<file path="src/rtl/axis_rr_packet_mux.sv">
// N:1 AXI-Stream packet multiplexer driven by an external round-robin arbiter.
// Requests are presented while idle, the one-hot grant is latched and acknowledged,
// and the egress is locked to the winner until its tlast beat has been accepted.
module axis_rr_packet_mux #(
  parameter int unsigned MASTER_NUM = 4,
  parameter int unsigned DATA_WIDTH = 32
) (
  input  logic                             clk_i,
  input  logic                             rstn_i,
  input  logic [MASTER_NUM-1:0]            s_tvalid_i,
  output logic [MASTER_NUM-1:0]            s_tready_o,
  input  logic [MASTER_NUM*DATA_WIDTH-1:0] s_tdata_i,
  input  logic [MASTER_NUM-1:0]            s_tlast_i,
  output logic                             m_tvalid_o,
  input  logic                             m_tready_i,
  output logic [DATA_WIDTH-1:0]            m_tdata_o,
  output logic                             m_tlast_o,
  output logic [MASTER_NUM-1:0]            arb_req_o,
  input  logic [MASTER_NUM-1:0]            arb_grant_i,
  output logic                             arb_ack_o,
  output logic                             busy_o,
  output logic [$clog2(MASTER_NUM)-1:0]    sel_o
);

  localparam int unsigned SEL_WIDTH = $clog2(MASTER_NUM);

  typedef enum logic {
    IDLE,
    LOCK
  } state_t;

  state_t                r_state;
  state_t                w_state_nxt;
  logic [SEL_WIDTH-1:0]  r_sel;
  logic                  r_m_tvalid;
  logic [DATA_WIDTH-1:0] r_m_tdata;
  logic                  r_m_tlast;

  logic [SEL_WIDTH-1:0]  w_grant_idx;
  logic                  w_grant_any;
  logic                  w_out_ready;
  logic                  w_sel_valid;
  logic                  w_sel_last;
  logic [DATA_WIDTH-1:0] w_sel_data;
  logic                  w_accept;

  assign w_grant_any = |arb_grant_i;
  assign w_out_ready = !r_m_tvalid || m_tready_i;
  assign w_sel_valid = s_tvalid_i[r_sel];
  assign w_sel_last  = s_tlast_i[r_sel];
  assign w_sel_data  = s_tdata_i[r_sel*DATA_WIDTH +: DATA_WIDTH];
  assign w_accept    = (r_state == LOCK) && w_sel_valid && w_out_ready;

  // Index of the lowest set grant bit; stray grant bits are honoured the same way.
  always_comb begin
    logic w_found;
    w_grant_idx = '0;
    w_found     = 1'b0;
    for (int unsigned i = 0; i < MASTER_NUM; i++) begin
      if (arb_grant_i[i] && !w_found) begin
        w_grant_idx = SEL_WIDTH'(i);
        w_found     = 1'b1;
      end
    end
  end

  // Next-state and handshake outputs; ack is masked while reset is held.
  always_comb begin
    w_state_nxt = r_state;
    arb_req_o   = '0;
    arb_ack_o   = 1'b0;
    s_tready_o  = '0;
    case (r_state)
      IDLE: begin
        arb_req_o = s_tvalid_i;
        if (w_grant_any && rstn_i) begin
          arb_ack_o   = 1'b1;
          w_state_nxt = LOCK;
        end
      end
      LOCK: begin
        s_tready_o[r_sel] = w_out_ready;
        if (w_accept && w_sel_last) begin
          w_state_nxt = IDLE;
        end
      end
      default: w_state_nxt = IDLE;
    endcase
  end

  // State register and latched winner index.
  always_ff @(posedge clk_i or negedge rstn_i) begin
    if (!rstn_i) begin
      r_state <= IDLE;
      r_sel   <= '0;
    end else begin
      r_state <= w_state_nxt;
      if (r_state == IDLE && w_grant_any) begin
        r_sel <= w_grant_idx;
      end
    end
  end

  // Egress register: load on accept, drain on ready, hold while stalled.
  always_ff @(posedge clk_i or negedge rstn_i) begin
    if (!rstn_i) begin
      r_m_tvalid <= 1'b0;
      r_m_tdata  <= '0;
      r_m_tlast  <= 1'b0;
    end else if (w_accept) begin
      r_m_tvalid <= 1'b1;
      r_m_tdata  <= w_sel_data;
      r_m_tlast  <= w_sel_last;
    end else if (m_tready_i) begin
      r_m_tvalid <= 1'b0;
    end
  end

  assign m_tvalid_o = r_m_tvalid;
  assign m_tdata_o  = r_m_tdata;
  assign m_tlast_o  = r_m_tlast;
  assign busy_o     = (r_state == LOCK);
  assign sel_o      = r_sel;

endmodule

</file>
<file path="config.mk">
export PLATFORM = sky130hd
export DESIGN_NAME = axis_rr_packet_mux
export DESIGN_NICKNAME = d
export VERILOG_FILES = /design/src/rtl/axis_rr_packet_mux.sv
export SDC_FILE = /design/constraint.sdc
export NUM_CORES = 1
export LEC_CHECK = 0
export CAP_MARGIN = 5
export CORE_MARGIN = 5
export CORE_UTILIZATION = 34
export DETAILED_ROUTE_END_ITERATION = 8
export PLACE_DENSITY = 0.8
export RECOVER_POWER = 50
export SKIP_CTS_REPAIR_TIMING = 1
export SYNTH_ARGS = -nofsm -noshare
export SYNTH_HDL_FRONTEND = slang
export SYNTH_SLANG_ARGS = --single-unit
</file>
<file path="constraint.sdc">
create_clock -name clk_i -period 2 [get_ports clk_i]
set_input_delay 0.3 -clock clk_i [delete_from_list [all_inputs] [get_ports clk_i]]
set_output_delay 0.3 -clock clk_i [all_outputs]
set_load 0.005 [all_outputs]
</file>
==> Word-level counts from Yosys, hierarchy flattened <==
Index checks and enable logic that the tools add are counted.
{ "word_totals": {"input_bits": 143, "ff_bits": 37} }
{ "op_classes": {"muxes": 20, "reduce_logical": 16, "shifts": 1, "order_cmp": 2, "n_bitwise": 2} }
{ "op_table": {"columns": ["op", "n"], "rows": [
  ["variable part select 128 x 8 -> 32 bit", 1],
  ["two-way mux 1 bit", 12],
  ["logical AND 1 bit", 9],
  ["two-way mux 4 bit", 2],
  ["AND 4 bit", 1],
  ["binary-select mux 1 bit (select 2 bit)", 2],
  ["logical NOT 1 bit", 4],
  ["two-way mux 2 bit", 2],
  ["OR reduction 4 bit", 1],
  ["less-than comparator 2 x 3 -> 1 bit (second input constant)", 1],
  ["demux 1 bit (select 2 bit)", 1],
  [">= comparator 2 x 1 -> 1 bit (second input constant)", 1],
  ["one-hot mux 1 bit (2 select lines)", 1],
  ["nonzero test 2 bit", 1],
  ["logical OR 1 bit", 1],
  ["inverter 1 bit", 1]
]} }

==> Logic depth before layout (Yosys ltp) <==
Gate-level depths: netlist of run 1.
{ "logic_depth": {"ltp_word": 10, "depth_mapped": 4, "ltp_nobuf": 3} }

==> Worst setup path after synthesis of run 1 <==
No wires, ideal clock.
{ "synth_path": {"path_type": "flip-flop to flip-flop", "start": "register r_sel[0], in the netlist sel_o[0]", "end": "register r_m_tdata[0], in the netlist m_tdata_o[0]", "synth_period_minus_slack_ns": 1.695, "required_time_ns": 1.875, "setup_time_ns": 0.125, "slack_ns": 0.305, "path_stages_with_launch": 5, "t_arrival_ns": 1.570, "cell_sequence": "dfrtp_1 > mux4_2 > nand3_4 > buf_12 > mux2_4"} }
{ "synth_between": {"elab_chain_cells": 4} }
{ "synth_lines": {"columns": ["element", "line_no", "source"], "rows": [
  ["start, declared", "34", "logic [SEL_WIDTH-1:0] r_sel;"],
  ["start signal, assigned", "99", "r_sel <= w_grant_idx;"],
  ["branches (longest 4 deep; another with variable part select 128 x 8 -> 32 bit)", null, null],
  ["end signal, assigned", "112", "r_m_tdata <= w_sel_data;"],
  ["end, declared", "36", "logic [DATA_WIDTH-1:0] r_m_tdata;"]
]} }
Several ways; the timed one is not identified. The select of a mux whose other input is x is not followed.
A chain may end at the register's enable or synchronous reset.

==> Worst setup path after layout of run 1 <==
{ "layout_path": {"start": "register r_state, in the netlist busy_o", "end": "output arb_ack_o"} }
{ "layout_between": {"elab_chain_cells": 1} }
{ "layout_lines": {"columns": ["element", "line_no", "source"], "rows": [
  ["start, declared", "32", "state_t r_state;"],
  ["start signal, assigned", "97", "r_state <= w_state_nxt;"],
  ["two-way mux 1 bit", "73", "case (r_state)"],
  ["end, declared", "20", "output logic arb_ack_o,"]
]} }
No other way between the ends.

==> metrics.md, run 1 <==
| Metric | Value |
|---|---|
| Final Core Density | `a little under two thirds` |
| N_diodes | `0` |
| Detailed-route wire length | `7810 um` |
| Max-cap violations | `0` |
| Worst Setup Start Kind | `register` |
| Initial antenna violation count | `0` |
| Reg-to-reg startpoint | `sel_o[0]` |
| Worst Skew | `0.00394 ns` |
| WL/cell | `~18 um` |
| Setup CP Type | `register to primary output` |
| CTS tree | `built` |
| Max FO, Critical Path | `9` |
| Worst Tran Pin Value | `~0.9 ns` |
| Register area share after synthesis | `36.9%` |
| Row cnt | `31` |
| Worst slew margin | `slightly above 40%` |
| Total gr overflow | `0` |
| Total power | `between 0.005 and 0.006 W` |
| Share of layout cells above drive strength 1 | `25.4%` |
| Crit path from | `busy_o` |
| Clock net sink count | `37` |
| Hpwl dp | `between 6000 and 7000 um` |
| Max clock buf depth | `2` |
| Final min period | `between 1.5 and 2 ns` |
| Grt peak-use layer | `met2` |
| CTS clk-pin slew, worst paths | `approximately 0.070 ns` |
| Number of global-route vias before repair | `between 2000 and 2500` |
| Leak Pwr | `slightly below 2 nW` |
| Synth area leader | `dfrtp_1` |
| First-pass GRT wire length | `around 12000 um` |
| 1st-iter DRT viols | `30` |
| Hold Path Class | `input pin to async pin` |
| # setup viols final | `0` |
| Crit-path max cell delay | `0.54 ns` |
| # fillers | `about 570` |
| H-Tree Depth | `2` |
| Syn_nets | `287` |
| # port buffers | `188` |
| Root buffer cell | `clkbuf_8` |
| Ports | `around 190` |
| Die Span Y | `~96 um` |
| Pwr Density | `roughly 1200 nW/um^2` |
| Setup TNS | `0 ns` |
| Reg2Reg Capture Point | `m_tdata_o[15]` |
| Synth top area share | `36.9%` |
| Horiz. Die Dim | `~96 um` |
| Met2 Track Usage GR | `about 32%` |
| Fmax achieved | `about 0.52 GHz` |
| Area occupied by multi-input gates | `about 1400 um^2` |
| Final period utilization | `between 90% and 100%` |
| Clk_lat worst skew | `0.28 ns` |
| Yosys synthesis warning count | `0` |
| Worst path cell trace | `nand2b_1, a21oi_2, clkdlybuf4s50_1` |
| Total CTS buffers | `5` |
| Crit path required time | `between 1.5 and 2 ns` |
| R2R Setup Slk | `roughly 0.16 ns` |
| Synth Register Bits | `37` |
| Syn-to-layout area delta | `83.8%` |
| Area contributors post-synth | `dfrtp_1, mux4_2, mux2_4, mux4_1, buf_12` |
| Fin. max-slew vios | `0` |
| Post-DRT Antenna Nets | `0` |
| Outcome | `finished, final reports clean` |
| Seq. cell area | `a little over 900 um^2` |
| Async S/R FF share, synth | `100%` |
| Count of final hold-check violations | `0` |
| Library cells used by synthesis | `24` |
| Cell depth of the worst flop-to-flop path | `5` |
| Met1 Usage GRT | `17.2%` |
| Routability congestion estimate | `0.755` |
| Starting Density | `between 30% and 40%` |
| CP arrival | `1.63 ns` |
| Count leader, synth | `dfrtp_1` |
| Max rail drop VDD | `0.759 mV` |
| Global-route met3 utilization | `between 4 and 5%` |
| Crit-path leading delay family | `buffers and inverters` |
| Largest net degree at the start of global routing | `38` |
| DIE AREA | `~9200 um^2` |
| All-Layer GR Usage | `16.7%` |
| Critical path endpoint category | `primary output` |
| Mapped Area | `about 2500 um^2` |
| NumNets Final | `484` |
| Cells after Synth | `144` |
| RSZ-0062 raised after global routing | `no` |
| Most frequent cells after synthesis | `dfrtp_1, mux2_4, mux4_2` |
| First drt pass iteration count | `4` |
| Via count of the routed design | `2128` |
| Avg Inst Size Synth | `roughly 17 um^2` |
| CORE AREA | `slightly above 7000 um^2` |
| Crit-path slowest cell | `clkdlybuf4s50_1` |
| Vias/cell | `4.83` |
| # DRC | `0` |
| Synth Flop Type | `dfrtp_1` |
| WP buf/inv | `1` |
| EDFF count, synth | `0` |
## how the worst max path moves through the flow
stage                     to  slack, ns  cells after the start
2_1_floorplan   m_tdata_o[0]       0.30                      4
3_3_place_gp   m_tdata_o[15]     -0.007                      5
3_5_place_dp   m_tdata_o[15]      -0.03                      5
4_1_cts        s_tready_o[3]      -0.07                      4
5_1_grt            arb_ack_o      0.003                      3
6_report           arb_ack_o       0.07                      3
## placed cells by master, fill, tap and decap left out, types with 3 or more instances in the layout
cell type / Yosys / routed
nor2b_1: 4 / 4
mux2_2: 3 / 3
clkbuf_8: 4 / 5
mux4_1: 7 / 7
mux2_4: 29 / 29
mux4_2: 27 / 27
dfrtp_2: 0 / 3
nor2_1: 7 / 6
dlygate4sd3_1: 0 / 20
clkbuf_1: 3 / 4
clkdlybuf4s50_1: 0 / 165
buf_4: 0 / 8
dfrtp_1: 37 / 34
buf_12: 3 / 4
nand2_1: 3 / 3
## per-layer routing
| layer | part of all wire (%) | up-vias |
|---|---|---|
| met5 | 0 | - |
| met4 | 1.8 | 0 |
| met3 | 7.7 | 11 |
| met2 | 57 | 100 |
| met1 | 34 | 1046 |
| li1 | - | 971 |
## metrics by stage
| stage | cells | setup slack, ns | cell area, um^2 | hold slack [ns] |
|---|---|---|---|---|
| global route | 441 | 0.00337 | 4610 | 0.376 |
| global placement | 431 | -0.00654 | 4480 | 0.381 |
| floorplan | 144 | 0.305 | 2510 | 0.00441 |
| finish | 441 | 0.0699 | 4610 | 0.268 |
| detailed placement | 431 | -0.0275 | 4480 | 0.396 |
| CTS | 439 | -0.0704 | 4560 | 0.0850 |
## cell families after synthesis
kind of cell	after synthesis	synth area share [%]
buffers and inverters	14	6.39
AND/OR/NAND/NOR	21	4.54
flip-flops	37	36.9
AO/OA/AOI/OAI	6	1.85
multiplexers	66	50.3
## layout make-up
type | count | share of cell area [%]
Timing Repair Buffer | 202 | 44.1
Multi-Input combinational cell | 93 | 31.1
Sequential cell | 37 | 20.2
Tap cell | 99 | 2.69
Clock buffer | 8 | 1.74
Inverter | 2 | 0.163
## power by group
part           internal (W)  total (W)  switching (W)
sequential          0.00116    0.00142       0.000264
clock              0.000247   0.000479       0.000232
combinational       0.00258    0.00381        0.00123
## state kept, by name (all words and copies together), names as in the netlist
register / flops
m_tdata_o: 32
sel_o: 2
busy_o: 1
m_tlast_o: 1
m_tvalid_o: 1
## worst register-to-register path, stage by stage (launching register included)
cell and delay (ns):
dfrtp_2 0.40, buf_4 0.13, mux4_2 0.54, nand3_4 0.15, buf_12 0.18, mux2_4 0.32
Power figures use the tool's default switching activity.
==> run 2, diff against run 1 <==
CORE_UTILIZATION = 37   (was 34)
PLACE_DENSITY = 0.86   (was 0.8)
clock period = 2.3 ns   (was 2 ns; I/O delays follow)
==> metrics.md, run 2 (synthesized netlist as in run 1, its figures left out) <==
| Metric | Value |
|---|---|
| N_diodes | `0 (unchanged)` |
| Routability congestion estimate | `0.799 (was 0.755)` |
| Worst Skew | `0.00426 ns (was 0.00394 ns)` |
| Detailed-route wire length | `7860 um (was 7810 um)` |
| Post-DRT Antenna Nets | `0 (unchanged)` |
| Area occupied by multi-input gates | `1420 um^2 (was 1440 um^2)` |
| Starting Density | `37.5% (was 34.8%)` |
| Clk_lat worst skew | `0.28 ns (about the same)` |
| # setup viols final | `0 (unchanged)` |
| Root buffer cell | `clkbuf_8 (unchanged)` |
| Clock net sink count | `37 (unchanged)` |
| Setup TNS | `0 ns (unchanged)` |
| H-Tree Depth | `2 (unchanged)` |
| Fmax achieved | `between 0.4 and 0.5 GHz` |
| Hold Path Class | `input pin to async pin (unchanged)` |
| Vias/cell | `5.06 (was 4.83)` |
| 1st-iter DRT viols | `20 (was 30)` |
| CP arrival | `1.83 ns (was 1.63 ns)` |
| Max FO, Critical Path | `16 (was 9)` |
| First drt pass iteration count | `4 (unchanged)` |
| Syn-to-layout area delta | `80.1% (was 83.8%)` |
| Worst Setup Start Kind | `register (unchanged)` |
| Ports | `189 (unchanged)` |
| Most common cell after layout, fill and taps aside | `clkdlybuf4s50_1 (unchanged)` |
| Met1 Usage GRT | `18.1% (was 17.2%)` |
| Total CTS buffers | `5 (unchanged)` |
| Pwr Density | `1080 nW/um^2 (was 1240 nW/um^2)` |
| Grt peak-use layer | `met2 (unchanged)` |
| NumNets Final | `478 (was 484)` |
| Most frequent cells in the layout | `clkdlybuf4s50_1, dfrtp_1, mux2_4, mux4_2, dlygate4sd3_1 (unchanged)` |
| Global-route met3 utilization | `5.20% (was 4.77%)` |
| Hpwl dp | `6710 um (was 6610 um)` |
| Critical path endpoint category | `primary output (unchanged)` |
| # fillers | `502 (was 571)` |
| Final min period | `2.18 ns` |
| Row cnt | `30 (was 31)` |
| Count of final hold-check violations | `0 (unchanged)` |
| Initial antenna violation count | `0 (unchanged)` |
| Finished Layout Cells | `416 (was 441)` |
| CTS tree | `built (unchanged)` |
| Setup CP Type | `register to primary output (unchanged)` |
| Final period utilization | `between 90% and 100%` |
| CTS clk-pin slew, worst paths | `0.07 ns (about the same)` |
| # port buffers | `188 (unchanged)` |
| DIE AREA | `8520 um^2 (was 9190 um^2)` |
| RSZ-0062 raised after global routing | `no (unchanged)` |
| Number of global-route vias before repair | `2489 (was 2453)` |
| Seq. cell area | `927 um^2 (was 930 um^2)` |
| Max rail drop VDD | `0.664 mV (was 0.759 mV)` |
| Share of layout cells above drive strength 1 | `23.5% (was 25.4%)` |
| Die Span Y | `92.3 um (was 95.9 um)` |
| Total gr overflow | `0 (unchanged)` |
| Via count of the routed design | `2107 (was 2128)` |
| CORE AREA | `6680 um^2 (was 7210 um^2)` |
| First-pass GRT wire length | `12200 um (was 11600 um)` |
| Placed Cells | `408 (was 431)` |
| Leak Pwr | `1.86 nW (was 1.92 nW)` |
| Met2 Track Usage GR | `35.4% (was 32.1%)` |
| Final Core Density | `67.6% (was 63.9%)` |
| WL/cell | `18.9 um (was 17.7 um)` |
| Worst slew margin | `40.2% (about the same)` |
| Worst Tran Pin Value | `0.898 ns (was 0.896 ns)` |
| Outcome | `finished, final reports clean (unchanged)` |
| Crit path required time | `1.96 ns (was 1.70 ns)` |
| Max reg flops | `32 (unchanged)` |
| Horiz. Die Dim | `92.3 um (was 95.9 um)` |
| Max clock buf depth | `2 (unchanged)` |
| Largest net degree at the start of global routing | `38 (unchanged)` |
| All-Layer GR Usage | `18.3% (was 16.7%)` |
| Max-cap violations | `0 (unchanged)` |
| Fin. max-slew vios | `0 (unchanged)` |
| # DRC | `0 (unchanged)` |
[run 2: worst max-delay path: stages, from the launching register on]
cell	delay, ns
dfrtp_1	0.57
nand2b_1	0.25
a21oi_1	0.18
clkdlybuf4s50_1	0.55
[run 2: final timing paths]
check                                   start             to  slack [ns]  cells after the start
max in group asynchronous              rstn_i       sel_o[0]        1.33                      2
worst max register to register       sel_o[0]      m_tlast_o        0.47                      4
worst min register to register  m_tdata_o[23]  m_tdata_o[23]        0.51                      1
worst max-delay path                   busy_o      arb_ack_o        0.12                      3
worst min-delay path                   rstn_i   m_tdata_o[2]        0.36                      2
min in group clk_i              m_tdata_o[23]  m_tdata_o[23]        0.51                      1
[run 2: area by class of cell]
class                      instances  area share [%]
sequential                        37            20.5
multi-input combinational         93            31.5
clock buffer                       7            2.13
tap                               80            2.22
timing repair buffer             196            43.4
inverter                           2           0.166
clock inverter                     1           0.111
[run 2: layer usage]
layer | vias to the layer above | wire length [um] | part of all wire, %
met1 | 1022 | 2710 | 35
met2 | 116 | 4340 | 55
met5 | - | 0 | 0
li1 | 957 | - | -
met3 | 12 | 616 | 7.8
met4 | 0 | 187 | 2.4
[run 2: power breakdown]
group          switching, W  total, W  internal, W
clock network      0.000215  0.000485     0.000271
registers          0.000250   0.00125      0.00100
logic               0.00103   0.00315      0.00212
total               0.00149   0.00489      0.00340
[run 2: through the flow]
stage	total power, W	hold WS (ns)	cell area [um^2]	worst slack [ns]
floorplan	0.00329	0.0494	2510	0.605
global placement	0.00444	0.466	4420	0.228
detailed placement	0.00455	0.471	4420	0.205
CTS	0.00506	0.159	4520	0.105
global route	0.00520	0.453	4520	0.0289
finish	0.00489	0.360	4520	0.123
